`config.mk`:
```
export PLATFORM = sky130hd
export DESIGN_NAME = iter_multdiv_unit
export DESIGN_NICKNAME = d
export VERILOG_FILES = /design/src/rtl/multdiv_pkg.sv /design/src/rtl/multdiv_step.sv /design/src/rtl/iter_multdiv_unit.sv
export SDC_FILE = /design/constraint.sdc
export NUM_CORES = 1
export LEC_CHECK = 0
export ABC_AREA = 1
export BUFFER_PORTS_ARGS = -buffer_cell sky130_fd_sc_hd__buf_2
export CAP_MARGIN = 0
export CORE_MARGIN = 3
export CORE_UTILIZATION = 55
export CTS_CLUSTER_DIAMETER = 120
export DETAILED_ROUTE_END_ITERATION = 7
export GPL_TIMING_DRIVEN = 0
export PLACE_DENSITY_LB_ADDON = 0.3
export RECOVER_POWER = 50
export SYNTH_ARGS = -nofsm -noshare
export SYNTH_HDL_FRONTEND = slang
export SYNTH_SLANG_ARGS = --single-unit
```
`constraint.sdc`:
```
create_clock -name clock -period 5.25 [get_ports clock]
set_input_delay 0 -clock clock [delete_from_list [all_inputs] [get_ports clock]]
set_output_delay 0 -clock clock [all_outputs]
set_load 0.02 [all_outputs]
```
`src/rtl/multdiv_pkg.sv`:
```
// multdiv_pkg: shared FSM states, op encodings and sizing helper for the iterative mult/div unit
package multdiv_pkg;
  typedef enum logic [1:0] {IDLE, RUN, FIX, DONE} state_t;
  localparam logic [1:0] OP_NONE = 2'b00;
  localparam logic [1:0] OP_MULT = 2'b01;
  localparam logic [1:0] OP_DIV  = 2'b10;
  localparam logic [1:0] OP_ILL  = 2'b11;
  function automatic int cnt_w(input int width, input int spc);
    return $clog2(width / spc) + 1;
  endfunction
endpackage

```
`src/rtl/multdiv_step.sv`:
```
// multdiv_step: one combinational shift-add (multiply) or restoring shift-subtract (divide) step
module multdiv_step #(
  parameter int WIDTH = 32
) (
  input  logic [WIDTH-1:0] hi,
  input  logic [WIDTH-1:0] lo,
  input  logic [WIDTH-1:0] b,
  input  logic             div,
  output logic [WIDTH-1:0] hi_n,
  output logic [WIDTH-1:0] lo_n
);
  logic [WIDTH:0] sum;
  logic [WIDTH:0] sh;
  logic           ge;
  // multiply: add multiplicand when lo[0] set, shift {carry,hi,lo} right; divide: shift {hi,lo} left, subtract if it fits
  always_comb begin
    sum  = {1'b0, hi} + {1'b0, b & {WIDTH{lo[0]}}};
    sh   = {hi, lo[WIDTH-1]};
    ge   = sh >= {1'b0, b};
    hi_n = div ? (ge ? WIDTH'(sh - {1'b0, b}) : sh[WIDTH-1:0]) : sum[WIDTH:1];
    lo_n = div ? {lo[WIDTH-2:0], ge} : {sum[0], lo[WIDTH-1:1]};
  end
endmodule

```
`src/rtl/iter_multdiv_unit.sv`:
```
// iter_multdiv_unit: iterative signed/unsigned multiply/divide with valid/ready, tag and flush
module iter_multdiv_unit
  import multdiv_pkg::*;
#(
  parameter int WIDTH           = 32,
  parameter int STEPS_PER_CYCLE = 1,
  parameter int TAG_W           = 5
) (
  input  logic             clock,
  input  logic             reset,
  input  logic             in_valid,
  output logic             in_ready,
  input  logic             op_mult,
  input  logic             op_div,
  input  logic             is_signed,
  input  logic [WIDTH-1:0] operand_a,
  input  logic [WIDTH-1:0] operand_b,
  input  logic [TAG_W-1:0] in_tag,
  input  logic             flush,
  output logic             out_valid,
  input  logic             out_ready,
  output logic [WIDTH-1:0] result,
  output logic             exception,
  output logic [TAG_W-1:0] out_tag
);
  localparam int N  = WIDTH / STEPS_PER_CYCLE;
  localparam int CW = cnt_w(WIDTH, STEPS_PER_CYCLE);
  state_t             state, state_n;
  logic [CW-1:0]      cnt;
  logic [1:0]         op, op_q;
  logic               sgn_q, neg_q, ovf_q;
  logic [WIDTH-1:0]   hi, lo, bq;
  logic [WIDTH-1:0]   hi_c [STEPS_PER_CYCLE+1];
  logic [WIDTH-1:0]   lo_c [STEPS_PER_CYCLE+1];
  logic               accept, early, mexc;
  logic [WIDTH-1:0]   mag_a, mag_b, q;
  logic [2*WIDTH-1:0] pf;

  assign op        = {op_div, op_mult};
  assign in_ready  = ~flush & (state == IDLE | state == DONE & out_ready);
  assign out_valid = state == DONE;
  assign accept    = in_valid & in_ready & (op != OP_NONE);
  assign early     = op == OP_ILL | op == OP_DIV & operand_b == '0;
  assign mag_a     = is_signed & operand_a[WIDTH-1] ? -operand_a : operand_a;
  assign mag_b     = is_signed & operand_b[WIDTH-1] ? -operand_b : operand_b;
  assign pf        = neg_q ? -{hi, lo} : {hi, lo};
  assign q         = neg_q ? -lo : lo;
  assign mexc      = sgn_q ? ~(&pf[2*WIDTH-1:WIDTH-1] | ~|pf[2*WIDTH-1:WIDTH-1]) : |hi;

  assign hi_c[0] = hi;
  assign lo_c[0] = lo;
  for (genvar i = 0; i < STEPS_PER_CYCLE; i++) begin : g_step
    multdiv_step #(.WIDTH(WIDTH)) u_step (
      .hi  (hi_c[i]),
      .lo  (lo_c[i]),
      .b   (bq),
      .div (op_q == OP_DIV),
      .hi_n(hi_c[i+1]),
      .lo_n(lo_c[i+1])
    );
  end

  // next state: flush wins, accepts start a new op, RUN counts down into FIX, DONE holds until consumed
  always_comb begin
    state_n = flush ? IDLE :
              accept ? (early ? DONE : RUN) :
              state == RUN ? (cnt == CW'(1) ? FIX : RUN) :
              state == FIX ? DONE :
              state == DONE & ~out_ready ? DONE : IDLE;
  end

  // state register
  always_ff @(posedge clock) begin
    if (reset) state <= IDLE;
    else       state <= state_n;
  end

  // datapath: latch magnitudes on accept, iterate in RUN, sign-correct and flag exceptions in FIX
  always_ff @(posedge clock) begin
    if (reset) begin
      cnt       <= '0;
      op_q      <= OP_NONE;
      sgn_q     <= 1'b0;
      neg_q     <= 1'b0;
      ovf_q     <= 1'b0;
      hi        <= '0;
      lo        <= '0;
      bq        <= '0;
      result    <= '0;
      exception <= 1'b0;
      out_tag   <= '0;
    end else if (accept) begin
      out_tag <= in_tag;
      if (early) begin
        result    <= '0;
        exception <= 1'b1;
        cnt       <= '0;
      end else begin
        cnt   <= CW'(N);
        op_q  <= op;
        sgn_q <= is_signed;
        neg_q <= is_signed & (operand_a[WIDTH-1] ^ operand_b[WIDTH-1]);
        ovf_q <= op == OP_DIV & is_signed & operand_a == {1'b1, {(WIDTH-1){1'b0}}} & operand_b == '1;
        hi    <= '0;
        lo    <= op == OP_MULT ? mag_b : mag_a;
        bq    <= op == OP_MULT ? mag_a : mag_b;
      end
    end else if (state == RUN) begin
      hi  <= hi_c[STEPS_PER_CYCLE];
      lo  <= lo_c[STEPS_PER_CYCLE];
      cnt <= cnt - CW'(1);
    end else if (state == FIX) begin
      result    <= op_q == OP_MULT ? pf[WIDTH-1:0] : q;
      exception <= op_q == OP_MULT ? mexc : ovf_q;
    end
  end
endmodule

```
* Yosys cells after proc, flatten, opt, wreduce, memory -nomap -nowiden
Cells that the tools add are included.
** Cells by class
- Add/subtract/negate cells :: 7
- $mul :: 0
- Divide/modulo/power cells :: 0
- Order comparisons :: 1
- Equal/unequal tests :: 14
- Shift-type cells :: 0
- Multiplexer cells :: 35
- Bitwise operators :: 21
- Reduce and logical (&&, ||, !) cells :: 13
** Operators with widths (count)
- $mux 32 :: 19
- $neg 32->32 :: 3
- $eq 32x32->1 const B :: 2
- $mux 64 :: 1
- $neg 64->64 :: 1
- $add 32x32->33 :: 1
- $ge 33x32->1 :: 1
- $reduce_and 33->1 :: 1
- $reduce_or 33->1 :: 1
- $and 32x32->32 :: 1
- $logic_not 32->1 :: 1
- $reduce_or 32->1 :: 1
- $sub 32x32->32 :: 1
- $mux 6 :: 3
- $and 1x1->1 :: 12
- $mux 2 :: 6
- $eq 2x2->1 const B :: 5
- $eq 2x1->1 const B :: 3
- $eq 6x1->1 const B :: 1
- $mux 1 :: 6
- $reduce_bool 2->1 :: 3
- $sub 6x1->6 const B :: 1
- $ne 2x2->1 const B :: 2
- $not 1->1 :: 4
- other kinds (8) :: 11
** Storage, ports and cells
- Flip-flop bits (word level) :: 147
- Latch bits :: 0
- RAM bits :: 0
- Memory bits (read-only) :: 0
- Bits of input ports :: 77
- Output and inout port bits :: 40
- Logic and storage cells :: 103
- Memories kept :: 0

* Depth between registers and ports, before layout
- Depth after elaboration :: 11
- Mapped depth :: 22
- Mapped depth without buffers :: 21

* Cells and area by module
Synthesis repeated with hierarchy kept, for this count alone.
** Second synthesis, totals
- Cells, all modules :: 3035
- Area total of the unflattened synthesis :: 16644.7 um2
** Modules (own cells, without submodules)
- iter_multdiv_unit :: instances 1, cells each 1746, area each 10480.1 um2, seq. area each 2942.8 um2
- multdiv_step :: instances 1, cells each 1289, area each 6164.7 um2, seq. area each 0.0 um2

* Worst setup path before layout
No wires, ideal clock.
- Path kind :: register to register
- Start :: register lo[0]
- End :: register hi[27]
- Arrival :: 2371 ps
- Data required time :: 5118 ps
- Slack :: 2747 ps
- Stages on the path, launching flop included :: 18
- Path buffers :: 2
- Period minus slack after synthesis :: 2503 ps
- Path through :: dfxtp_1 -> buf_2 -> clkbuf_1 -> nand2_1 -> inv_1 -> ha_1 -> a21oi_1 -> inv_1 -> a31oi_1 -> o21ai_0 -> a221oi_1 -> nand2_1 -> nand2_1 -> nand3_1 -> nand2_1 -> inv_1 -> nand2_1 -> a21oi_1
** On the way
- Longest elaborated chain between the ends :: 5
** RTL lines
- from (decl) :: line iter_multdiv_unit.sv:32 : logic [WIDTH-1:0] hi, lo, bq;
- from (signal assigned) :: line iter_multdiv_unit.sv:105 : lo <= op == OP_MULT ? mag_b : mag_a;
- from (signal assigned) :: line iter_multdiv_unit.sv:110 : lo <= lo_c[STEPS_PER_CYCLE];
- $and 32x32->32 :: line multdiv_step.sv:17 : sum = {1'b0, hi} + {1'b0, b & {WIDTH{lo[0]}}};
- $add 32x32->33 :: line multdiv_step.sv:17
- $mux 32 :: line multdiv_step.sv:20 : hi_n = div ? (ge ? WIDTH'(sh - {1'b0, b}) : sh[WIDTH-1:0]) : sum[WIDTH:1];
- $mux 32 :: line iter_multdiv_unit.sv:108 : end else if (state == RUN) begin
- $mux 32 :: line iter_multdiv_unit.sv:92 : end else if (accept) begin
- to (signal assigned) :: line iter_multdiv_unit.sv:109 : hi <= hi_c[STEPS_PER_CYCLE];
- to (decl) :: line iter_multdiv_unit.sv:32
Every way passes these cells. The select of a mux whose other input is x is not followed.
A chain may end at the register's enable or synchronous reset.

* Final worst setup path
- Start :: register state[0]
- End :: register lo[11]
** On the way
- Longest elaborated chain between the ends :: 8
- Elaborated cells between the ends (all ways) :: 12
- Classes of those cells :: 3 x eq/ne; 1 x mux; 5 x bitwise; 3 x reduce/logical
** RTL lines
- from (decl) :: line iter_multdiv_unit.sv:28 : state_t state, state_n;
- from (signal assigned) :: line iter_multdiv_unit.sv:75 : else state <= state_n;
- $eq 2x2->1 :: line iter_multdiv_unit.sv:40 : assign in_ready = ~flush & (state == IDLE | state == DONE & out_ready);
- $and 1x1->1 :: line iter_multdiv_unit.sv:40
- $or 1x1->1 :: line iter_multdiv_unit.sv:40
- $and 1x1->1 :: line iter_multdiv_unit.sv:40
- $and 1x1->1 (2 in a row) :: line iter_multdiv_unit.sv:42 : assign accept = in_valid & in_ready & (op != OP_NONE);
- $ne 2x2->1 (no line) or $reduce_bool 2->1 (tied branches)
- $reduce_and 2->1 (no line)
Several ways; a longest one is shown, not always the timed one.

==> run_results.csv <==
group,metric,value,unit
sta,worst_pin_slew,0.9720,ns
min_path,min_path_cells,4,
synthesis,netlist_top_cells_area,"dfxtp_1, nand2_1, inv_1",
sta,final.setup.tns,0,ns
floorplanning,core_area,0.02740,mm2
clocking,worst_skew_pair.late_latency,0.43,ns
synthesis,yosysUniqueCellTypes,60,
synthesis,syn_area_per_cell,5.765,um2
global_routing,grt_use_total,43.34,%
cells_and_area,syn2layout_area_growth,10.89,%
floorplanning,dieWidth,174.3,um
sta,rsz0062_at_grt,"false",
sta,clock_skew,0.009291,ns
setup_path,cp_max_fo,10,
min_path,hold_class,"primary input to flop",
synthesis,synthArstFlopShare,0,%
sta,whs,0.01636,ns
floorplanning,io_pins,117,
cells_and_area,insertedDiodeCount,0,
setup_path,reg2reg_to,"lo[11]$_SDFFE_PP0P_",
detailed_routing,drc_errors,0,
synthesis,ys_seq_elements,147,
global_routing,grt-ovfl-total,0,
synthesis,synth_top_area_cell,"dfxtp_1",
synthesis,synthesis.nets,2850,
min_path,holdCritStartpoint,"out_ready",
cells_and_area,layout-drive-gt1-share,7.265,%
synthesis,yosysTopAreaCellShare,18.90,%
detailed_routing,wl_per_cell,21.13,um
setup_path,ff2ff_setup_slack,1.42,ns
outcome,status,"completed",
pwr,vdd_drop_max,0.2461,mV
synthesis,syn_area,0.01557,mm2
clocking,post_cts_buffers,0,
cells_and_area,final_cell_area,0.01727,mm2
setup_path,r2r_cells,10,
placement,hpwl,54410,um
global_routing,antenna_found_initial,1,
setup_path,r2r_start,"state[0]$_SDFF_PP0_",
sta,period_needed,3.826,ns
cells_and_area,seq_area,0.002943,mm2
sta,slew_headroom,34.96,%
sta,finalHoldViolCount,0,
sta,finalSetupViolCount,0,
floorplanning,rows,60,
min_path,min_to,"state[0]$_SDFF_PP0_",
global_routing,grt_pass1_wl,103400,um
detailed_routing,drt-pass1-iter-count,6,
detailed_routing,first_iter_violations,2786,
setup_path,path_class,"flop to flop",
floorplanning,die_h,174.3,um
synthesis,yosysMostFrequentCell,"nand2_1",
detailed_routing,via_per_inst,6.171,
synthesis,synthFlopType,"dfxtp_1",
detailed_routing,ant_nets,0,
global_routing,grt_max_degree,17,
pwr,p_leak,8.328,nW
floorplanning,die-area,0.03036,mm2
clocking,cts_buffer_depth,2,
run,max_cap_violations,0,
cells_and_area,multiInputGateArea,0.01080,mm2
placement,placed_cell_area,0.01661,mm2
sta,fmax,261.4,MHz
floorplanning,start_util,56.82,%
pwr,p_per_area,225.4,mW/mm2
cells_and_area,fin_nets,2999,
clocking,cts_sinks,147,
synthesis,synth_edf_count,0,
cells_and_area,nFillCells,2765,
synthesis,synth.top_cells.by_count,"nand2_1, inv_1, nor2_1, nand3_1, a21oi_1",
setup_path,cp-start-kind,"flop",
detailed_routing,num_vias,19964,
setup_path,arrival,4.18,ns
sta,timing.final.crit_share,72.88,%
synthesis,yosys_warnings,0,
placement,portBuffers,114,
synthesis,synthesis.instances,2701,
placement,gp_congestion,1.206,
clocking,htree_levels,4,
clocking,clk_pin_slew,0.07,ns
clocking,cts_tree,"done",
clocking,cts-root-buf,"clkbuf_16",
setup_path,cp.required,5.60,ns
synthesis,ys_seq_area_share,18.90,%
clocking,cts_made_buffers,17,
sta,drv_slew,0,
global_routing,first_global_vias,18409,
setup_path,critPathCaptureType,"flop",
detailed_routing,wl,68360,um
[power by group]
group          switching [W]  internal (W)  total, W
clock network       0.000541      0.000735   0.00128
registers          0.0000588       0.00116   0.00122
logic                0.00100      0.000399   0.00140
total                0.00160       0.00229   0.00389
[per-stage QoR]
stage	setup slack (ns)	cells	util, %	power [W]
6_report	1.424	3235	63.01	0.003892
5_1_grt	1.353	3235	63.01	0.004036
4_1_cts	1.873	3235	63.38	0.003814
3_5_place_dp	1.880	3187	60.60	0.002558
3_3_place_gp	1.856	3187	60.60	0.002542
2_1_floorplan	2.747	2701	-	0.002105
[state kept, by name (all words and copies together) (netlist names), 2 cells and up]
name	count
lo	32
bq	32
result	32
out_tag	5
hi	32
op_q	2
state	2
cnt	6
[kinds of logic (layout without fill, tap and decap cells)]
logic type      after synthesis  in the layout  synth area share, %
flops                       147            147                18.90
fa+ha+maj                    72             72                5.882
buf+inv                     459            621                11.50
simple gates               1401           1401                38.20
compound gates              530            530                20.34
xor+xnor                     92             92                5.175
[cells in the final DEF, fill, tap and decap left out, types with 11 or more instances in the layout]
cell type / count
a31oi_1: 29
xor2_1: 62
a21o_1: 13
nand2_1: 738
buf_2: 89
nor4_1: 14
nor3_1: 35
ha_1: 70
o41ai_1: 14
o221ai_1: 11
dlygate4sd3_1: 16
xnor2_1: 30
inv_1: 339
clkbuf_16: 17
o21a_1: 11
nand4_1: 28
nor2_2: 16
o21ai_1: 14
nor2_1: 320
a21oi_1: 178
nand3_1: 203
o211ai_1: 48
clkbuf_1: 112
dfxtp_1: 147
inv_2: 13
o21ai_0: 159
[repair_timing]
item                                   4_1_cts  5_1_grt
endpoints found under the hold margin       15        0
hold buffers                                16        0
resized for setup                            0        0
[critical path: stages (launching register included)]
cell and delay, ns:
dfxtp_1 0.34, inv_1 0.06, nor2_1 0.14, nor3_1 0.42
o211ai_1 0.18, nor2_1 0.78, clkinvlp_2 0.57, nand2_1 0.46
clkbuf_1 0.44, nand2_1 0.13, a31oi_1 0.21
[layout make-up]
cell class	count	area share, %
inverters	357	7.790
repair buffers	130	3.950
well taps	372	2.696
plain buffers	102	2.493
clock inverters	12	0.8406
flip-flops and latches	147	17.04
multi-input cells	2095	62.54
clock buffers	20	2.645
[metal layers]
layer	routed length [um]	vias to the layer above	track usage (%)	share of wire, %
met2	28190	1473	65.62	41
met5	13	-	0	0.019
met4	5245	2	25.97	7.7
li1	-	9145	-	-
met3	8793	329	10.51	13
met1	26120	9015	55.77	38
[worst max path at each step]
stage | startpoint | endpoint | cells after the start
finish | state[0]$_SDFF_PP0_ | lo[11]$_SDFFE_PP0P_ | 10
global placement | lo[0]$_SDFFE_PP0P_ | hi[31]$_SDFFE_PP0P_ | 17
detailed placement | lo[0]$_SDFFE_PP0P_ | hi[31]$_SDFFE_PP0P_ | 17
floorplan | lo[0]$_SDFFE_PP0P_ | hi[27]$_SDFFE_PP0P_ | 17
CTS | lo[0]$_SDFFE_PP0P_ | hi[31]$_SDFFE_PP0P_ | 17
global route | state[0]$_SDFF_PP0_ | lo[26]$_SDFFE_PP0P_ | 13
(Power assumes the default switching activity.)
